### src/rtl/mux_dreg_bank.sv
// Multi-channel register bank with synchronous clear and a snapshot sequencer.
// The sequencer streams a frozen copy of every channel over a valid/ready port.
module mux_dreg_bank #(
  parameter int WIDTH  = 8,
  parameter int NUM_CH = 4
) (
  input  logic                       clk,
  input  logic                       rst_n,
  input  logic [WIDTH*NUM_CH-1:0]    d,
  input  logic [NUM_CH-1:0]          load_en,
  input  logic                       clear,
  output logic [WIDTH*NUM_CH-1:0]    q,
  input  logic                       snap_req,
  output logic                       snap_busy,
  output logic                       out_valid,
  input  logic                       out_ready,
  output logic [WIDTH-1:0]           out_data,
  output logic [$clog2(NUM_CH)-1:0]  out_ch,
  output logic                       out_last
);

  localparam int CH_W = $clog2(NUM_CH);

  typedef enum logic {IDLE, SEND} state_t;

  logic [NUM_CH-1:0][WIDTH-1:0] r_q;
  logic [NUM_CH-1:0][WIDTH-1:0] w_q_nxt;
  logic [NUM_CH-1:0][WIDTH-1:0] r_shadow;
  state_t                       r_state;
  logic                         r_busy;
  logic                         r_valid;
  logic [WIDTH-1:0]             r_data;
  logic [CH_W-1:0]              r_ch;
  logic                         r_last;
  logic [CH_W-1:0]              w_ch_nxt;

  // Per-channel 2:1 hold mux; clear overrides any load.
  always_comb begin
    w_q_nxt = r_q;
    for (int unsigned k = 0; k < NUM_CH; k++) begin
      if (clear)
        w_q_nxt[k] = '0;
      else if (load_en[k])
        w_q_nxt[k] = d[k*WIDTH +: WIDTH];
    end
  end

  always_ff @(posedge clk or negedge rst_n) begin
    if (!rst_n)
      r_q <= '0;
    else
      r_q <= w_q_nxt;
  end

  assign w_ch_nxt = r_ch + CH_W'(1);

  always_ff @(posedge clk or negedge rst_n) begin
    if (!rst_n) begin
      r_state  <= IDLE;
      r_shadow <= '0;
      r_busy   <= 1'b0;
      r_valid  <= 1'b0;
      r_data   <= '0;
      r_ch     <= '0;
      r_last   <= 1'b0;
    end else begin
      case (r_state)
        IDLE: begin
          // Snapshot takes pre-edge q, so same-edge loads/clear are excluded.
          if (snap_req) begin
            r_shadow <= r_q;
            r_state  <= SEND;
            r_busy   <= 1'b1;
            r_valid  <= 1'b1;
            r_data   <= r_q[0];
            r_ch     <= '0;
            r_last   <= 1'b0;
          end
        end
        SEND: begin
          if (r_valid && out_ready) begin
            if (r_last) begin
              r_state <= IDLE;
              r_busy  <= 1'b0;
              r_valid <= 1'b0;
              r_ch    <= '0;
              r_last  <= 1'b0;
            end else begin
              r_ch   <= w_ch_nxt;
              r_data <= r_shadow[w_ch_nxt];
              r_last <= (w_ch_nxt == CH_W'(NUM_CH - 1));
            end
          end
        end
        default: r_state <= IDLE;
      endcase
    end
  end

  assign q         = r_q;
  assign snap_busy = r_busy;
  assign out_valid = r_valid;
  assign out_data  = r_data;
  assign out_ch    = r_ch;
  assign out_last  = r_last;

endmodule

### config.mk
export PLATFORM = sky130hd
export DESIGN_NAME = mux_dreg_bank
export DESIGN_NICKNAME = d
export VERILOG_FILES = /design/src/rtl/mux_dreg_bank.sv
export SDC_FILE = /design/constraint.sdc
export NUM_CORES = 1
export LEC_CHECK = 0
export CORE_MARGIN = 5
export CORE_UTILIZATION = 40
export CTS_BUF_LIST = sky130_fd_sc_hd__clkbuf_2
export DETAILED_ROUTE_END_ITERATION = 8
export HOLD_SLACK_MARGIN = 0.08
export PLACE_DENSITY_LB_ADDON = 0.3
export SLEW_MARGIN = 20
export SYNTH_ARGS = -nofsm -noshare
export SYNTH_HDL_FRONTEND = slang
export SYNTH_SLANG_ARGS = --single-unit
### constraint.sdc
create_clock -name clk -period 4.3 [get_ports clk]
set_input_delay 0.86 -clock clk [delete_from_list [all_inputs] [get_ports clk]]
set_output_delay 0.86 -clock clk [all_outputs]
set_load 0.01 [all_outputs]
-- Yosys cells after proc, flatten, opt, wreduce, memory -nomap -nowiden
Cells that the tools add are included.
- bitwise logic cells: 1
- $lt $le $gt $ge: 1
- reduce and logical (&&, ||, !) cells: 9
- $add $sub $neg: 1
- equality and inequality tests: 5
- muxes and demuxes: 30
- operator list (operator ; count):
    $mux W8 ; 12
    $bmux W8 S2 ; 1
    $pmux W8 S2 ; 1
    $mux W1 ; 9
    $reduce_bool A2 Y1 ; 4
    $mux W2 ; 3
    $pmux W1 S2 ; 3
    $reduce_and A3 Y1 ; 2
    $ne A2 B1 Y1 const B ; 2
    $ne A2 B2 Y1 const B ; 2
    $pmux W2 S2 ; 1
    $reduce_and A2 Y1 ; 2
    $lt A2 B3 Y1 const B ; 1
    $add A2 B1 Y2 const B ; 1
    $eq A2 B2 Y1 const B ; 1
    $logic_and A1 B1 Y1 ; 1
    $not A1 Y1 ; 1
- bits of input ports: 41
- output and inout port bits: 45
- flip-flop bits (word level): 77
- logic and storage cells: 60

-- Logic depth before layout (Yosys ltp)
Gate-level depths: netlist of run 1.
- word-level depth: 6
- mapped depth: 7
- gate-level depth less buffers: 5

-- Worst setup path before layout of run 1
No wires, ideal clock.
- path kind: register -> register
- from: reg r_ch[0] (netlist: out_ch[0])
- to: reg r_data[0] (netlist: out_data[0])
- arrival: 1.922 ns
- path buffers: 2
- stages on the path, launching flop included: 8
- required time: 4.174 ns
- clock period less this slack: 2.048 ns
- path slack: 2.252 ns
- setup time: 0.126 ns
- cells stage by stage: dfrtp_1 buf_6 inv_1 ha_1 clkbuf_1 mux4_2 and2_0 a221o_1
- longest elaborated chain between the ends: 6
- RTL lines (element ; line ; RTL):
    start: declaration ; 33 ; logic [CH_W-1:0] r_ch;
    start signal: assignment ; 89 ; r_ch <= w_ch_nxt;
    $add A2 B1 Y2 ; 55 ; assign w_ch_nxt = r_ch + CH_W'(1);
    $bmux W8 S2 ; 90 ; r_data <= r_shadow[w_ch_nxt];
    $mux W8 (not written as such) ; 90 ;
    $mux W8 ; 82 ; if (r_last) begin
    $mux W8 ; 81 ; if (r_valid && out_ready) begin
    $pmux W8 S2 ; 67 ; case (r_state)
    end signal: assignment ; 75 ; r_data <= r_q[0];
    end signal: assignment ; 90 ;
    end: declaration ; 32 ; logic [WIDTH-1:0] r_data;
No other way between the ends. The select of a mux whose other input is x is not followed.
A chain may end at the register's enable or synchronous reset.

-- Final worst setup path of run 1
- from: reg r_ch[0] (netlist: out_ch[0])
- to: out out_ch[0]
- RTL lines (element ; line ; RTL):
    end: declaration ; 18 ; output logic [$clog2(NUM_CH)-1:0] out_ch,
No word-level cell between the ends.

==> qor.yml, run 1 <==
clk_pin_slew_ns: 0.21
critPathKind: "register to primary output"
root_buffer: "clkbuf_2"
synth_area_um2: 3286
initial_core_util: 0.4060
fin_crit_sh: 0.6523
grt_pass1_wl_um: 12030
num-nets-final: 362
crit_fanout: 12
crit_path_start: "out_ch[0]$_DFFE_PN0P_"
maxSlewHeadroom: 0.3551
drive_gt1_frac: 0.1846
p_leak_nw: 1.992
synth_cell_types: 28
worstReg2RegEnd: "out_data[2]$_DFFE_PN0P_"
synth_nets: 280
synth_edf_count: 0
avgSynthCellArea_um2: 13.81
finalPower_mw: 2.111
netlist_instances: 238
fp.dieW_um: 100.6
cpLargestDelayFamily: "flip-flops"
cts_buffers: 9
vias: 2207
fin_skew_ns: 0.03350
drc_errors: 0
cts_hold_buf: 0
ys_seq_area_frac: 0.5864
fmax_mhz: 356.5
ys_async_sr_fraction: 1.000
cts-resized-gates: 0
critPathBufInv: 1
final_hold_viol_count: 0
die-area_um2: 10130
drtIter0Drc: 84
cp_slowest_stage_delay_ns: 0.80
first_global_vias: 2369
reg2reg_depth: 5
cts_buffer_depth: 2
gp_congestion: 0.6925
reg2reg_from: "out_ch[0]$_DFFE_PN0P_"
drv_slew: 0
clock-sinks: 77
io_pins: 86
power_density_nw_per_um2: 489.0
wl_met3_um: 424
final_util: 0.5336
cp_cell_sequence: "clkdlybuf4s50_1"
post-dp-hpwl_um: 5213
drt-met1-wl_um: 3236
arrival_ns: 1.95
rrSetupSlack_ns: 1.81
status: "complete, no violations"
ant_nets: 0
synth_seq_cells: 77
critPathCaptureType: "primary output"
clk_latency_ns: 0.49
detail_route.wl_per_cell_um: 17.47
numPortBuffers: 85
post_cts_buffers: 0
wirelength_um: 7510
tns_ns: 0
overflow: 0
placed_cell_area_um2: 4214
holdCritPathClass: "primary input to asynchronous set/reset pin"
viasPerCell: 5.133
synthFlopType: "dfrtp_1"
grt_max_degree: 78
slowest_stage: "dfrtp_1"
setup_violations: 0
track_usage: 0.1550
htreeDepth: 3
grt_setup_unrepaired: "no"
area_growth_pct: 31.42
postLayoutCellArea_um2: 4318
finalCriticalPeriod_ns: 2.805
cp-start-kind: "register"
highest_layer: "met4"
dr.pass1.iters: 4
cts_tree: "yes"
critPathRequiredTime_ns: 3.44
die_h_um: 100.6
n_antenna_cell: 0
vdd_ir_drop_max_uv: 209.3
rows: 33
worst_pin_slew_ns: 0.9674
dr_wl_met2_um: 3682
ys_warn_count: 0
drv_cap: 0
antenna_found_initial: 0
core_um2: 8093
==> cell families after synthesis <==
| family | count (synthesis) | share of synthesized area |
|---|---|---|
| buf+inv | 18 | 0.02589 |
| compound gates | 15 | 0.03846 |
| simple gates | 53 | 0.07578 |
| flops | 77 | 0.5864 |
| fa+ha+maj | 1 | 0.003807 |
| mux | 74 | 0.2696 |
==> synthesized netlist by cell type, types with 2 or more instances <==
master / number / area, um^2
a21oi_1: 2 / 10.01
nor2_1: 35 / 131.4
buf_2: 5 / 25.02
mux4_2: 7 / 157.7
and4b_1: 2 / 20.02
clkbuf_1: 10 / 37.54
and2_1: 2 / 12.51
nand2_1: 3 / 11.26
mux2_2: 33 / 371.6
a221o_1: 8 / 80.08
dfrtp_1: 77 / 1927
and2_0: 6 / 37.54
mux2i_1: 33 / 330.3
==> layout by cell type, fill, tap and decap left out <==
master / n
clkdlybuf4s50_1: 84
dfrtp_1: 77
nor2_1: 35
mux2_2: 33
mux2i_1: 33
clkbuf_2: 10
a221o_1: 8
mux4_2: 7
and2_0: 6
buf_4: 4
nand2_1: 3
clkinv_1: 3
and4b_1: 2
and2_1: 2
a21oi_1: 2
inv_1: 1
nand3_1: 1
nor2b_4: 1
a21o_1: 1
nor2_2: 1
and4bb_2: 1
a21boi_0: 1
o21ai_0: 1
o31ai_1: 1
a22o_1: 1
nand2b_1: 1
mux4_1: 1
ha_1: 1
bufinv_16: 1
clkinvlp_4: 1
clkinv_2: 1
==> where the power goes <==
part | total (mW) | switching [mW] | internal (mW) | leakage [nW]
Clock | 0.366 | 0.236 | 0.130 | 0.0644
Sequential | 1.10 | 0.160 | 0.935 | 1.02
Combinational | 0.650 | 0.223 | 0.427 | 0.907
Total | 2.11 | 0.619 | 1.49 | 1.99
==> per-layer routing <==
| metal | GRT usage | vias to the layer above |
|---|---|---|
| met5 | 0 | - |
| met4 | 0.06839 | 0 |
| met3 | 0.04014 | 16 |
| met2 | 0.2466 | 61 |
| met1 | 0.1999 | 1114 |
| li1 | - | 1016 |
==> through the flow <==
| step | cells | setup slack [ns] | hold slack (ns) |
|---|---|---|---|
| floorplan | 238 | 2.252 | 0.4720 |
| global placement | 414 | 1.408 | 0.4841 |
| detailed placement | 414 | 1.360 | 0.4911 |
| CTS | 430 | 1.365 | 0.4717 |
| global route | 430 | 1.304 | 0.5089 |
| finish | 430 | 1.495 | 0.4474 |
==> worst max-delay path by stage <==
stage | cells past startpoint | slack (ns) | endpoint
floorplan | 7 | 2.25 | out_data[0]$_DFFE_PN0P_
global placement | 4 | 1.41 | r_shadow[19]$_DFFE_PN0P_
detailed placement | 4 | 1.36 | r_shadow[21]$_DFFE_PN0P_
CTS | 1 | 1.37 | out_ch[0]
global route | 1 | 1.30 | out_ch[0]
finish | 1 | 1.49 | out_ch[0]
==> state kept, by name (all words and copies together), names as in the netlist <==
name and cells:
out_ch 2, out_valid 1, out_last 1, r_shadow 32, out_data 8, r_state 1, q 32
==> area by class of cell <==
class / count / area (um^2)
clock buffer: 10 / 50.05
fill: 729 / 3775
sequential: 77 / 1927
clock inverter: 6 / 53.80
tap: 105 / 131.4
inverter: 1 / 3.754
multi-input combinational: 143 / 1281
timing repair buffer: 88 / 870.8
No activity file was read; power rests on OpenSTA's default activity.
==> run 2: changes to the inputs <==
==> constraint.sdc (replaced) <==
create_clock -name clk -period 2.6 [get_ports clk]
set_input_delay 0.52 -clock clk [delete_from_list [all_inputs] [get_ports clk]]
set_output_delay 0.52 -clock clk [all_outputs]
set_load 0.01 [all_outputs]
==> run 2 against run 1 <==
  * Critical path depth rose by 1
  * Power grew 76%
  * Combinational power up 72%
  * Clock power increased by 120%
  * Global-route usage fell by 0.086 points
  * Critical path type unchanged
  * Highest routed layer unchanged
==> qor.yml, run 2 (same netlist as run 1, synthesis figures left out) <==
die_h_um: 100.6  # unchanged
maxSlewHeadroom: 0.5477  # +0.1926
detail_route.wl_per_cell_um: 16.93  # -3.1%
grt.busiest_layer: "met2"
dp_cells: 417  # +0.72%
drc_errors: 0  # unchanged
holdCritPathClass: "primary input to asynchronous set/reset pin"
dr.pass1.iters: 4  # unchanged
cp-start-kind: "register"
clk_pin_slew_ns: 0.20  # about the same
core_um2: 8093  # unchanged
arrival_ns: 1.71  # -0.24 ns
crit_fanout: 11  # -1
io_pins: 86  # unchanged
setup_ws_ns: 0.3675  # -1.127 ns
track_usage: 0.1542  # -0.0008621
p_clk_frac: 0.219  # +0.046
most-common-layout-cells: "clkdlybuf4s50_1 (84), dfrtp_1 (77), nor2_1 (35), mux2_2 (33), mux2i_1 (33)"
place_ws_ns: 0.4564  # -0.9040 ns
viasPerCell: 5.018  # -2.2%
antenna_found_initial: 0  # unchanged
final_common_cell: "clkdlybuf4s50_1"
drv_slew: 0  # unchanged
vdd_ir_drop_max_uv: 299.5  # +43%
final_hold_viol_count: 0  # unchanged
cts_tree: "yes"
fin_skew_ns: 0.02207  # -0.01143 ns
cts_buffer_depth: 2  # unchanged
setup_violations: 0  # unchanged
p_int_mw: 2.684  # +80%
ant_nets: 0  # unchanged
drv_cap: 0  # unchanged
clock-sinks: 77  # unchanged
post-dp-hpwl_um: 5254  # +0.79%
finalPower_mw: 3.710  # +76%
crit_path_start: "out_ch[0]$_DFFE_PN0P_"
p_sw_frac: 0.2764  # -0.01687
grt_setup_unrepaired: "no"
postLayoutCellArea_um2: 4413  # +2.2%
htreeDepth: 3  # unchanged
vias: 2178  # -1.3%
initial_core_util: 0.4060  # unchanged
power_density_nw_per_um2: 840.6  # +72%
finalCriticalPeriod_ns: 2.233
root_buffer: "clkbuf_2"
numPortBuffers: 85  # unchanged
fp.dieW_um: 100.6  # unchanged
status: "complete, no violations"
num-nets-final: 366  # +1.1%
wirelength_um: 7348  # -2.2%
fmax_mhz: 447.9
cts-resized-gates: 0  # unchanged
cts_buffers: 9  # unchanged
gp_congestion: 0.7285  # +5.2%
use_met3: 0.03875  # -0.001384
worst_pin_slew_ns: 0.6763  # -0.2911 ns
tns_ns: 0  # unchanged
clk_latency_ns: 0.50  # about the same
post_cts_buffers: 0  # unchanged
critPathRequiredTime_ns: 2.08  # -1.36 ns
n_antenna_cell: 0  # unchanged
whs_ns: 0.4280  # -0.01943 ns
layout.cells.non_filler: 434  # +0.93%
seqPwrFrac: 0.479  # -0.040
met1_usage: 0.2047  # +0.004780
first_global_vias: 2323  # -1.9%
drtIter0Drc: 89  # +6.0%
nFillCells: 739  # +1.4%
p_sw_mw: 1.025  # +66%
final_util: 0.5453  # +0.01175
cts_hold_buf: 1  # +1
grt_pass1_wl_um: 11900  # -1.1%
reg2reg_from: "out_ch[1]$_DFFE_PN0P_"
overflow: 0  # unchanged
comb_power_share: 0.301  # -0.007
grt_use_met2: 0.2466  # unchanged
critPathKind: "register to primary output"
grt_max_degree: 55  # -29%
fin_crit_sh: 0.8587
area_growth_pct: 34.31
critPathCaptureType: "primary output"
drive_gt1_frac: 0.1976  # +0.01295
placed_cell_area_um2: 4249  # +0.83%
p_leak_nw: 2.045  # +2.6%
rows: 33  # unchanged
die-area_um2: 10130  # unchanged
==> run 2: cell count changes in the layout (fill, tap and decap cells not counted) <==
cell and change:
clkinv_1 -2, buf_12 +1, bufinv_16 +2, clkinvlp_4 -1
clkbuf_2 +1, dlygate4sd3_1 +1, buf_4 +2
==> run 2: critical path: stages (launching register included) <==
cell and delay, ns:
dfrtp_1 0.40, buf_4 0.24, clkdlybuf4s50_1 0.57
==> run 2: layout make-up <==
cell class,instances,area (um^2),share of cell area
clock buffers,11,55.05,0.01248
clock inverters,5,98.84,0.02240
inverters,1,3.754,0.0008506
multi-input cells,143,1281,0.2903
flip-flops and latches,77,1927,0.4366
well taps,105,131.4,0.02977
repair buffers,92,915.9,0.2075
==> run 2: layer usage <==
layer  wire [um]  up-vias
met2        3536       53
li1            -     1019
met3         397        7
met4          82        0
met1        3332     1099
met5           0        -
==> run 2: final timing paths <==
check                                           end  cells after the start  slack [ns]
max in group asynchronous  r_shadow[11]$_DFFE_PN0P_                      3        1.56
setup / recovery                          out_ch[0]                      2        0.37
hold reg to reg            r_shadow[31]$_DFFE_PN0P_                      1        0.53
min in group clk           r_shadow[31]$_DFFE_PN0P_                      1        0.53
setup reg to reg            out_data[1]$_DFFE_PN0P_                      4        0.69
hold / removal                out_ch[0]$_DFFE_PN0P_                      2        0.43
==> run 2: power by group through the flow <==
stage | logic, mW | clock network (mW) | registers (mW)
finish | 1.12 | 0.814 | 1.78
global route | 1.23 | 0.880 | 1.83
CTS | 1.14 | 0.832 | 1.78
detailed placement | 1.14 | 0 | 1.81
global placement | 1.11 | 0 | 1.80
floorplan | 0.688 | 0 | 1.77
